==> config.mk <==
export PLATFORM = sky130hd
export DESIGN_NAME = ring_rr_arbiter
export DESIGN_NICKNAME = d
export VERILOG_FILES = /design/src/rtl/ring_rr_arbiter_pkg.sv /design/src/rtl/ring_rr_arbiter_token.sv /design/src/rtl/ring_rr_arbiter.sv
export SDC_FILE = /design/constraint.sdc
export NUM_CORES = 1
export LEC_CHECK = 0
export CORE_UTILIZATION = 27
export CTS_CLUSTER_SIZE = 20
export DETAILED_ROUTE_END_ITERATION = 6
export SLEW_MARGIN = 20
export SYNTH_ARGS = -nofsm -noshare
export SYNTH_HDL_FRONTEND = slang
export SYNTH_SLANG_ARGS = --single-unit
==> constraint.sdc <==
create_clock -name clk -period 2.45 [get_ports clk]
set_clock_uncertainty 0.05 [all_clocks]
set_input_delay 0.735 -clock clk [delete_from_list [all_inputs] [get_ports clk]]
set_output_delay 0.735 -clock clk [all_outputs]
set_load 0.02 [all_outputs]
==> src/rtl/ring_rr_arbiter_pkg.sv <==
// ring_rr_arbiter_pkg
// Shared types and helpers for the ring round-robin arbiter.
// Contents:
//   arb_state_t  two-state FSM encoding (ST_IDLE, ST_BUSY)
//   MAX_NREQ     widest requester vector the helpers operate on
//   rotl1        rotate a one-hot vector left by one inside an n-bit ring
//   onehot2bin   binary index of the lowest set bit (0 when the vector is zero)
package ring_rr_arbiter_pkg;

   typedef enum logic {
      ST_IDLE = 1'b0,
      ST_BUSY = 1'b1
   } arb_state_t;

   localparam int MAX_NREQ = 32;

   // Rotation is done on a fixed-width container so callers of any ring size
   // can share it; bits at and above position n are masked away, which also
   // discards the bit shifted out of the top of the ring.
   function automatic logic [MAX_NREQ-1:0] rotl1(input logic [MAX_NREQ-1:0] v, input int n);
      logic [MAX_NREQ-1:0] mask;
      mask = (MAX_NREQ'(1) << n) - MAX_NREQ'(1);
      return ((v << 1) | (v >> (n - 1))) & mask;
   endfunction

   // Scanning downward means the lowest set bit is the last one written,
   // so a stray multi-hot input still yields a defined index.
   function automatic int onehot2bin(input logic [MAX_NREQ-1:0] v);
      int idx;
      idx = 0;
      for (int i = MAX_NREQ - 1; i >= 0; i--) begin
         if (v[i]) begin
            idx = i;
         end
      end
      return idx;
   endfunction

endpackage

==> src/rtl/ring_rr_arbiter_token.sv <==
// ring_rr_arbiter_token
// One-hot rotating priority token. Comes out of reset pointing at requester 0
// and, when told to advance, moves to the position just past the releasing
// owner (wrapping from the top requester back to requester 0).
// Ports:
//   clk      rising-edge clock
//   reset    synchronous, active-high; token returns to bit 0
//   advance  one-cycle strobe: move the token past owner
//   owner    one-hot vector of the owner that is releasing
//   token    current one-hot priority token
module ring_rr_arbiter_token
   import ring_rr_arbiter_pkg::*;
#(
   parameter int NREQ = 4
) (
   input  logic            clk,
   input  logic            reset,
   input  logic            advance,
   input  logic [NREQ-1:0] owner,
   output logic [NREQ-1:0] token
);

   logic [NREQ-1:0] token_next;

   // The new token is derived from the owner rather than from the old token,
   // because the owner may sit anywhere ahead of the token when it was chosen.
   always_comb begin
      token_next = NREQ'(rotl1(MAX_NREQ'(owner), NREQ));
   end

   // The token only ever moves on a release, so it stays one-hot forever
   // once reset has loaded it.
   always_ff @(posedge clk) begin
      if (reset) begin
         token <= {{(NREQ-1){1'b0}}, 1'b1};
      end else if (advance) begin
         token <= token_next;
      end
   end

endmodule

==> src/rtl/ring_rr_arbiter.sv <==
// ring_rr_arbiter
// Round-robin arbiter sharing one resource among NREQ requesters. Priority
// comes from a one-hot ring token; the winner keeps the grant until it drops
// its request or has held it for MAX_HOLD cycles, after which the token moves
// one place past it and one idle cycle follows before the next grant.
// Ports:
//   clk          rising-edge clock
//   reset        synchronous, active-high
//   req          level request per requester, held until served
//   grant        registered one-hot grant, zero when idle
//   grant_valid  registered OR of grant
//   grant_idx    registered binary index of the owner, 0 when idle
//   timeout      one-cycle pulse when an owner is force-released
module ring_rr_arbiter
   import ring_rr_arbiter_pkg::*;
#(
   parameter int NREQ     = 4,
   parameter int MAX_HOLD = 8
) (
   input  logic                    clk,
   input  logic                    reset,
   input  logic [NREQ-1:0]         req,
   output logic [NREQ-1:0]         grant,
   output logic                    grant_valid,
   output logic [$clog2(NREQ)-1:0] grant_idx,
   output logic                    timeout
);

   localparam int IDXW = $clog2(NREQ);
   localparam int HW   = $clog2(MAX_HOLD + 1);
   localparam logic [HW-1:0]   HOLD_LIMIT = HW'(MAX_HOLD);
   localparam logic [IDXW:0]   NREQ_W     = (IDXW+1)'(NREQ);

   arb_state_t       state, state_n;
   logic [NREQ-1:0]  token;
   logic [HW-1:0]    hold_cnt, hold_n;
   logic [NREQ-1:0]  grant_n;
   logic [IDXW-1:0]  idx_n;
   logic             timeout_n;
   logic             advance;
   logic [IDXW-1:0]  tok_idx;
   logic [NREQ-1:0]  req_rot;
   logic [IDXW-1:0]  first_ofs;
   logic [IDXW:0]    win_sum;
   logic [IDXW-1:0]  win_idx;

   ring_rr_arbiter_token #(
      .NREQ (NREQ)
   ) u_token (
      .clk     (clk),
      .reset   (reset),
      .advance (advance),
      .owner   (grant),
      .token   (token)
   );

   // Wrap-around priority scan: rotate the requests so the token position
   // lands on bit 0, take the lowest set bit, then add the token position
   // back modulo NREQ. The result is only used when some request is set.
   always_comb begin
      tok_idx   = IDXW'(onehot2bin(MAX_NREQ'(token)));
      req_rot   = NREQ'({req, req} >> tok_idx);
      first_ofs = '0;
      for (int j = NREQ - 1; j >= 0; j--) begin
         if (req_rot[j]) begin
            first_ofs = IDXW'(j);
         end
      end
      win_sum = {1'b0, tok_idx} + {1'b0, first_ofs};
      if (win_sum >= NREQ_W) begin
         win_sum = win_sum - NREQ_W;
      end
      win_idx = win_sum[IDXW-1:0];
   end

   // Next-state and next-output logic. Outputs are computed here and then
   // registered, so a grant appears the cycle after its request was sampled.
   // Any release (drop or forced) clears the grant and advances the token,
   // and going through IDLE is what produces the single gap cycle. In BUSY
   // only the owner's request bit is looked at.
   always_comb begin
      state_n   = state;
      grant_n   = grant;
      idx_n     = grant_idx;
      hold_n    = hold_cnt;
      timeout_n = 1'b0;
      advance   = 1'b0;
      case (state)
         ST_IDLE: begin
            if (|req) begin
               grant_n          = '0;
               grant_n[win_idx] = 1'b1;
               idx_n            = win_idx;
               hold_n           = HW'(1);
               state_n          = ST_BUSY;
            end
         end
         ST_BUSY: begin
            if ((req & grant) == '0) begin
               grant_n = '0;
               idx_n   = '0;
               hold_n  = '0;
               advance = 1'b1;
               state_n = ST_IDLE;
            end else if (hold_cnt == HOLD_LIMIT) begin
               grant_n   = '0;
               idx_n     = '0;
               hold_n    = '0;
               timeout_n = 1'b1;
               advance   = 1'b1;
               state_n   = ST_IDLE;
            end else begin
               hold_n = hold_cnt + 1'b1;
            end
         end
         default: begin
            state_n = ST_IDLE;
            grant_n = '0;
            idx_n   = '0;
            hold_n  = '0;
         end
      endcase
   end

   // State and output registers. Reset wins over everything, so a grant in
   // progress is dropped on the very edge reset is seen.
   always_ff @(posedge clk) begin
      if (reset) begin
         state       <= ST_IDLE;
         grant       <= '0;
         grant_valid <= 1'b0;
         grant_idx   <= '0;
         timeout     <= 1'b0;
         hold_cnt    <= '0;
      end else begin
         state       <= state_n;
         grant       <= grant_n;
         grant_valid <= |grant_n;
         grant_idx   <= idx_n;
         timeout     <= timeout_n;
         hold_cnt    <= hold_n;
      end
   end

endmodule
==> load_flow_metrics.sql, run 1 <==
INSERT INTO impl_metrics (metric_group, metric, value, unit) VALUES
('cts', 'clk_pin_slew_worst_paths', '60', 'ps'),
('power', 'power.switching', '0.186', 'mW'),
('cts', 'cts.path.max_buffers', '2', ''),
('finish', 'final_area', '0.00135', 'mm^2'),
('synth', 'ys_ff_latch', '17', ''),
('synth', 'syn-cell-area', '993', 'um^2'),
('run', 'max_cap_violations', '0', ''),
('critical_path', 'cp_slowest_stage_delay', '480', 'ps'),
('sta', 'setup_viol_count_final', '0', ''),
('synth', 'avgSynthCellArea', '7.53', 'um^2'),
('die', 'die_boundary_width', '62.7', 'um'),
('power', 'pwr-share-comb', '0.228', ''),
('critical_path', 'crit_path_max_fanout', '5', ''),
('critical_path', 'worst_setup_ep_type', 'register', ''),
('synth', 'synthCells', '132', ''),
('power', 'p_leak', '0.514', 'nW'),
('critical_path', 'cpMaxStageDelayCell', 'sky130_fd_sc_hd__clkdlybuf4s50_1', ''),
('cts', 'post_cts_hold_buffer_count', '0', ''),
('critical_path', 'r2r_setup_slack', '380', 'ps'),
('power', 'power_density', '491', 'mW/mm^2'),
('global_route', 'grt_pass1_vias', '999', ''),
('finish', 'area_delta_synth_final', '35.9', '%'),
('synth', 'synth.top_cells.by_count', 'sky130_fd_sc_hd__dfxtp_1, sky130_fd_sc_hd__nand2_1, sky130_fd_sc_hd__nand3_1, sky130_fd_sc_hd__nor2_1, sky130_fd_sc_hd__a21oi_1', ''),
('global_route', 'grt_pass1_wl', '4.30', 'mm'),
('finish', 'finalNonFillerCells', '206', ''),
('die', 'core_rows', '21', ''),
('finish', 'finish.net_count', '170', ''),
('cts', 'cts.root.buffer_cell', 'sky130_fd_sc_hd__clkbuf_8', ''),
('sta', 'hold_viol_final', '0', ''),
('drt', 'wl_per_cell', '12.1', 'um'),
('finish', 'n_fill_cell', '341', ''),
('critical_path', 'worst-endpoint-arrival', '2520', 'ps'),
('die', 'start_util', '0.289', ''),
('hold_path', 'worst_hold_startpoint', 'grant_idx[1]', ''),
('power', 'vdd.ir_drop.worst', '0.000261', 'V'),
('synth', 'synth-main-ff-cell', 'sky130_fd_sc_hd__dfxtp_1', ''),
('sta', 'finalMaxSlewViolations', '0', ''),
('placed_design', 'gpl.final_weighted_congestion', '0.854', ''),
('synth', 'async_reset_ff_frac', '0', ''),
('drt', 'routed_via_density', '5.11', ''),
('synth', 'synthDominantAreaCellType', 'sky130_fd_sc_hd__dfxtp_1', ''),
('cts', 'insertion_delay', '250', 'ps'),
('status', 'result_of_the_run', 'finished, final reports clean', ''),
('die', 'dieHeight', '62.7', 'um'),
('drt', 'final_antenna_net_count', '0', ''),
('critical_path', 'path_cells', 'clkdlybuf4s50_1 > inv_1 > o21ai_1 > a21oi_1 > o32a_1 > ha_4 > nor3b_4 > nand3_1 > nand3_1', ''),
('critical_path', 'timing.critical_path.mode_cell', 'sky130_fd_sc_hd__nand3_1', ''),
('hold_path', 'min-delay-path-class', 'reg2reg', ''),
('sta', 'fmax', '420', 'MHz'),
('global_route', 'initial_antenna_violation_count', '0', ''),
('sta', 'max_slew_margin', '0.732', ''),
('global_route', 'grt_overflow_total', '0', ''),
('critical_path', 'cp-start-kind', 'input pin', ''),
('synth', 'post_synth_num_cell_types', '34', ''),
('die', 'die_area', '0.00393', 'mm^2'),
('finish', 'antennaDiodeCount', '0', ''),
('sta', 'rsz_0062_raised_after_global_routing', 'no', ''),
('hold_path', 'end_point_of_the_worst_hold_path', 'grant_idx[1]', ''),
('synth', 'synth_warnings', '0', ''),
('power', 'pwr-share-clk', '0.306', ''),
('sta', 'worst_slew_pin_slew', '401', 'ps'),
('sta', 'final.min_clock_period', '2380', 'ps'),
('cts', 'htree_num_levels', '1', ''),
('hold_path', 'hold_depth', '2', ''),
('global_route', 'groute.usage.overall', '0.133', ''),
('critical_path', 'rr_worst_depth', '9', ''),
('cts', 'cts.repair_timing.setup_buffer_count', '0', ''),
('die', 'top_level_ports', '14', ''),
('cts', 'cts_tree', 'built', ''),
('cts', 'clock_sinks', '17', ''),
('drt', 'post-route-drc-count', '0', '');
[power groups by stage]
stage,clock [mW],sequential (mW),combinational (mW)
3_3_place_gp,0,0.315,0.141
4_1_cts,0.212,0.309,0.149
3_5_place_dp,0,0.315,0.142
2_1_floorplan,0,0.319,0.0722
6_report,0.203,0.309,0.151
5_1_grt,0.223,0.312,0.166
[through the flow]
| stage | setup TNS, ps | worst slack [ps] | util | total power [mW] |
|---|---|---|---|---|
| after global routing | 0 | 11.0 | 0.392 | 0.701 |
| after detailed placement | -1580 | -328 | 0.368 | 0.457 |
| after floorplan | 0 | 290 | - | 0.391 |
| final | 0 | 71.6 | 0.392 | 0.663 |
| after CTS | 0 | 23.1 | 0.390 | 0.669 |
| after global placement | -1400 | -300 | 0.368 | 0.455 |
[logic make-up (layout without fill, tap and decap cells)]
family / Yosys count / after routing / synth area share
simple gates: 68 / 68 / 0.354
buf+inv: 8 / 36 / 0.0378
fa+ha+maj: 3 / 3 / 0.0378
flops: 17 / 17 / 0.343
compound gates: 36 / 36 / 0.228
[cell type report]
type | instances | area [um^2] | area share
well taps | 46 | 57.6 | 0.0426
flip-flops and latches | 17 | 340 | 0.252
inverters | 5 | 18.8 | 0.0139
multi-input cells | 107 | 652 | 0.483
clock inverters | 1 | 5.00 | 0.00371
repair buffers | 27 | 235 | 0.174
clock buffers | 3 | 41.3 | 0.0306
[how the worst max path moves through the flow]
stage,start,end,slack [ps],cells past startpoint
after floorplan,req[2],grant[0],290,8
after global placement,req[2],grant[1],-300,9
after detailed placement,req[2],grant[1],-330,9
after CTS,req[2],grant[1],20,9
after global routing,req[2],grant[3],10,9
final,req[2],grant[3],70,9
[placed cells by master, fill, tap and decap left out, types with 2 or more instances in the layout]
cell type | synthesis | final
sky130_fd_sc_hd__a21oi_1 | 13 | 13
sky130_fd_sc_hd__a22o_1 | 2 | 2
sky130_fd_sc_hd__buf_4 | 0 | 14
sky130_fd_sc_hd__clkbuf_8 | 0 | 3
sky130_fd_sc_hd__clkdlybuf4s50_1 | 0 | 13
sky130_fd_sc_hd__dfxtp_1 | 17 | 17
sky130_fd_sc_hd__ha_1 | 3 | 2
sky130_fd_sc_hd__inv_1 | 5 | 5
sky130_fd_sc_hd__nand2_1 | 17 | 17
sky130_fd_sc_hd__nand2b_1 | 3 | 3
sky130_fd_sc_hd__nand3_1 | 14 | 14
sky130_fd_sc_hd__nand3b_1 | 2 | 2
sky130_fd_sc_hd__nor2_1 | 14 | 13
sky130_fd_sc_hd__nor2b_1 | 3 | 3
sky130_fd_sc_hd__nor3_1 | 3 | 2
sky130_fd_sc_hd__nor4_1 | 2 | 2
sky130_fd_sc_hd__o21ai_0 | 9 | 7
sky130_fd_sc_hd__o21ai_1 | 3 | 5
[routing by layer]
| layer | vias up | GRT usage | wire length, um |
|---|---|---|---|
| met2 | 19 | 0.213 | 1190 |
| met3 | 2 | 0.0164 | 54 |
| met4 | 0 | 0.0669 | 27 |
| met5 | - | 0 | 0 |
| li1 | 535 | - | - |
| met1 | 497 | 0.176 | 1220 |
[repair_timing]
item,in CTS,in global routing
pin swaps,0,2
endpoints found under the setup margin,4,4
resized for setup,4,4
[critical path, delay by kind of cell]
family / cells / cell delay, ps
fa+ha+maj: 1 / 320
simple gates: 3 / 390
buf+inv: 2 / 540
compound gates: 3 / 530
[sequential cells by signal (all words and copies together) (netlist names)]
signal         count
u_token.token      4
hold_cnt           4
state              1
grant_valid        1
timeout            1
grant_idx          2
grant              4
Note: power is estimated with default switching activity, not from simulation.
==> run 2, diff against run 1 <==
--- a/config.mk
+++ b/config.mk
@@ -5,6 +5,7 @@
 export SDC_FILE = /design/constraint.sdc
 export NUM_CORES = 1
 export LEC_CHECK = 0
+export ABC_AREA = 1
 export CORE_UTILIZATION = 27
 export CTS_CLUSTER_SIZE = 20
 export DETAILED_ROUTE_END_ITERATION = 6
==> run 2 against run 1 <==
Effect of this change: combinational power grew to 2.9 times the previous value; critical path type unchanged; design area is 4.6% higher; setup slack better by 110 ps; die area is 2.4% higher; highest routed layer unchanged; clock-buffer cell count is 1 higher; non-clock buffer count is 5 higher; cell count is 8.7% higher.
==> load_flow_metrics.sql, run 2 <==
INSERT INTO impl_metrics (metric_group, metric, value, unit) VALUES
('finish', 'reg.largest.list', 'grant (4), hold_cnt (4), u_token.token (4)', ''),
('global_route', 'initial_antenna_violation_count', '0', ''),
('finish', 'area_delta_synth_final', '38.7', '%'),
('run', 'max_cap_violations', '0', ''),
('synth', 'synth-main-ff-cell', 'sky130_fd_sc_hd__dfxtp_1', ''),
('drt', 'dr_total_vias', '1011', ''),
('sta', 'rsz_0062_raised_after_global_routing', 'no', ''),
('synth', 'syn-cell-area', '0.00102', 'mm^2'),
('synth', 'post_synth_num_cell_types', '28', ''),
('power', 'vdd.ir_drop.worst', '0.000225', 'V'),
('synth', 'synthDominantAreaCellType', 'sky130_fd_sc_hd__dfxtp_1', ''),
('finish', 'antennaDiodeCount', '0', ''),
('cts', 'insertion_delay', '250', 'ps'),
('cts', 'clk_pin_slew_worst_paths', '60', 'ps'),
('critical_path', 'path_class', 'in2reg', ''),
('cts', 'htree_num_levels', '1', ''),
('power', 'power.switching', '0.370', 'mW'),
('power', 'power_density', '710', 'mW/mm^2'),
('synth', 'synth.top_cells.by_area', 'sky130_fd_sc_hd__dfxtp_1, sky130_fd_sc_hd__nand2_1, sky130_fd_sc_hd__nand2_2', ''),
('sta', 'fmax', '441', 'MHz'),
('drt', 'wl', '2.36', 'mm'),
('status', 'result_of_the_run', 'finished, final reports clean', ''),
('sta', 'max_slew_margin', '0.758', ''),
('drt', 'final_antenna_net_count', '0', ''),
('die', 'floorplan.core_area', '0.00347', 'mm^2'),
('global_route', 'grt_overflow_total', '0', ''),
('synth', 'synthCells', '144', ''),
('drt', 'firstDrtPassIters', '4', ''),
('power', 'power_report.internal_total', '0.633', 'mW'),
('global_route', 'grt_max_degree', '12', ''),
('cts', 'cts_tree', 'built', ''),
('die', 'die_area', '0.00402', 'mm^2'),
('die', 'top_level_ports', '14', ''),
('global_route', 'groute.usage.overall', '0.128', ''),
('synth', 'ys_ff_latch', '17', ''),
('power', 'pwr-share-comb', '0.443', ''),
('finish', 'finish.net_count', '188', ''),
('cts', 'cts.root.buffer_cell', 'sky130_fd_sc_hd__clkbuf_8', ''),
('cts', 'cts.path.max_buffers', '2', ''),
('power', 'design_power_total', '1.00', 'mW'),
('critical_path', 'critical_path_required', '2550', 'ps'),
('drt', 'drt_first_iter_violations', '71', ''),
('critical_path', 'worst-endpoint-arrival', '2360', 'ps'),
('sta', 'setup_viol_count_final', '0', ''),
('synth', 'synth.most_common_cell', 'sky130_fd_sc_hd__nand2_1', ''),
('critical_path', 'crit_path_max_fanout', '3', ''),
('die', 'dieHeight', '63.4', 'um'),
('critical_path', 'cp-start-kind', 'input pin', ''),
('die', 'core_rows', '21', ''),
('placed_design', 'dpl.hpwl', '1.77', 'mm'),
('power', 'p_seq_frac', '0.349', ''),
('finish', 'final_cell_mix', 'sky130_fd_sc_hd__nand2_1, sky130_fd_sc_hd__buf_4, sky130_fd_sc_hd__dfxtp_1', ''),
('finish', 'layout_commonest_cell', 'sky130_fd_sc_hd__nand2_1', ''),
('placed_design', 'gpl.final_weighted_congestion', '0.820', ''),
('finish', 'layout-drive-gt1-share', '0.343', ''),
('global_route', 'grt_pass1_wl', '4.10', 'mm'),
('sta', 'worst_slew_pin_slew', '353', 'ps'),
('sta', 'final.min_clock_period', '2270', 'ps'),
('synth', 'mappedNetlistNets', '153', ''),
('sta', 'finalMaxSlewViolations', '0', ''),
('sta', 'timing.final.crit_share', '0.925', ''),
('drt', 'post-route-drc-count', '0', ''),
('die', 'die_boundary_width', '63.4', 'um'),
('synth', 'yosysTopAreaCellShare', '0.334', ''),
('power', 'pwr-share-clk', '0.208', ''),
('synth', 'synth.top_cells.by_count', 'sky130_fd_sc_hd__nand2_1, sky130_fd_sc_hd__inv_1, sky130_fd_sc_hd__dfxtp_1', ''),
('sta', 'hold_viol_final', '0', ''),
('die', 'start_util', '0.294', ''),
('synth', 'synth_warnings', '0', ''),
('synth', 'number_of_synthesized_flops_with_an_enable_pin', '0', ''),
('placed_design', 'io_buffers', '13', ''),
('synth', 'fraction_of_the_yosys_area_taken_by_sequential_cells', '0.334', ''),
('power', 'power.share.switching', '0.369', ''),
('drt', 'wl_per_cell', '10.5', 'um'),
('hold_path', 'min-delay-path-class', 'reg2reg', ''),
('synth', 'avgSynthCellArea', '7.07', 'um^2'),
('drt', 'routed_via_density', '4.51', ''),
('cts', 'clock_sinks', '17', ''),
('synth', 'async_reset_ff_frac', '0', ''),
('global_route', 'grt_pass1_vias', '997', ''),
('finish', 'final_util', '0.407', ''),
('power', 'p_leak', '0.645', 'nW'),
('cts', 'tritoncts.num_buffers', '3', ''),
('critical_path', 'worst_setup_ep_type', 'register', '');
## run 2: cell count changes after synthesis, moves of 3 or more
cell and delta:
sky130_fd_sc_hd__nor2b_1 -3, sky130_fd_sc_hd__nor2_1 -4, sky130_fd_sc_hd__nor3b_1 -3, sky130_fd_sc_hd__o21ai_1 -3, sky130_fd_sc_hd__xor2_1 +3, sky130_fd_sc_hd__nand2b_1 -3, sky130_fd_sc_hd__o21ai_0 -5, sky130_fd_sc_hd__inv_1 +15
sky130_fd_sc_hd__a21oi_1 -3, sky130_fd_sc_hd__nand2_1 +9, sky130_fd_sc_hd__nand2_2 +13
## run 2: path summary, 6_finish.rpt
check / start / to / slack, ps / depth (start not counted)
worst max-delay path: req[1] / grant_valid / 180 / 18
worst max register to register: u_token.token[2] / grant_valid / 280 / 20
worst min-delay path: grant_idx[0] / grant_idx[0] / 410 / 2
worst min register to register: grant_idx[0] / grant_idx[0] / 410 / 2
## run 2: logic make-up after synthesis
logic type,after synthesis,synth area share
and+or+nand+nor,76,0.380
buffers and inverters,25,0.108
adders and majority gates,3,0.0369
AOI/OAI and AO/OA,20,0.115
xor gates and xnor gates,3,0.0258
DFF,17,0.334
## run 2: area by class of cell
class	instances	area, um^2
fill	381	2060
timing repair buffer	32	263
inverter	23	101
clock buffer	4	45.0
tap	46	57.6
sequential	17	340
multi-input combinational	102	606
## run 2: layer usage
| metal | up-vias | wire length [um] | global-route usage | share of wire |
|---|---|---|---|---|
| met2 | 13 | 1080 | 0.202 | 0.46 |
| met4 | 0 | 65 | 0.0795 | 0.028 |
| met5 | - | 0 | 0 | 0 |
| met1 | 460 | 1160 | 0.160 | 0.49 |
| met3 | 7 | 59 | 0.0217 | 0.025 |
| li1 | 531 | - | - | - |
## run 2: per-stage QoR
stage | TNS, ps | instance area [um^2] | hold slack (ps) | std cells | worst slack [ps]
after detailed placement | -2340 | 1300 | 411 | 215 | -473
after global placement | -2000 | 1300 | 399 | 215 | -445
after CTS | 0 | 1380 | 420 | 221 | 73.7
after floorplan | 0 | 1020 | 418 | 144 | 88.0
after global routing | 0 | 1410 | 438 | 224 | 27.4
final | 0 | 1410 | 413 | 224 | 185
## run 2: power groups by stage
stage	registers (mW)	logic [mW]	clock network, mW
2_1_floorplan	0.376	0.246	0
3_3_place_gp	0.355	0.414	0
3_5_place_dp	0.356	0.417	0
6_report	0.350	0.445	0.208
4_1_cts	0.350	0.435	0.219
5_1_grt	0.357	0.491	0.231
## run 2: worst max-delay path, cell delays in order
cell and delay [ps]:
sky130_fd_sc_hd__clkdlybuf4s15_1 170, sky130_fd_sc_hd__inv_2 90, sky130_fd_sc_hd__nand3_2 90, sky130_fd_sc_hd__nand2_1 70, sky130_fd_sc_hd__nand2_1 60, sky130_fd_sc_hd__nand2_2 60, sky130_fd_sc_hd__a31oi_1 70, sky130_fd_sc_hd__nor2_1 100
sky130_fd_sc_hd__ha_2 180, sky130_fd_sc_hd__inv_2 40, sky130_fd_sc_hd__xor2_2 170, sky130_fd_sc_hd__inv_1 70, sky130_fd_sc_hd__nand3_2 80, sky130_fd_sc_hd__nand2_2 90, sky130_fd_sc_hd__nand2_2 80, sky130_fd_sc_hd__nand2_2 50
sky130_fd_sc_hd__nor2_2 110, sky130_fd_sc_hd__a21oi_2 60
## run 2: what timing repair did
item                                    4_1_cts  5_1_grt
pin swaps                                     7       14
endpoints found under the setup margin        6        3
buffers inserted                              2        3
hold buffers                                  0        0
gates cloned                                  0        0
gates resized for setup                      14        9
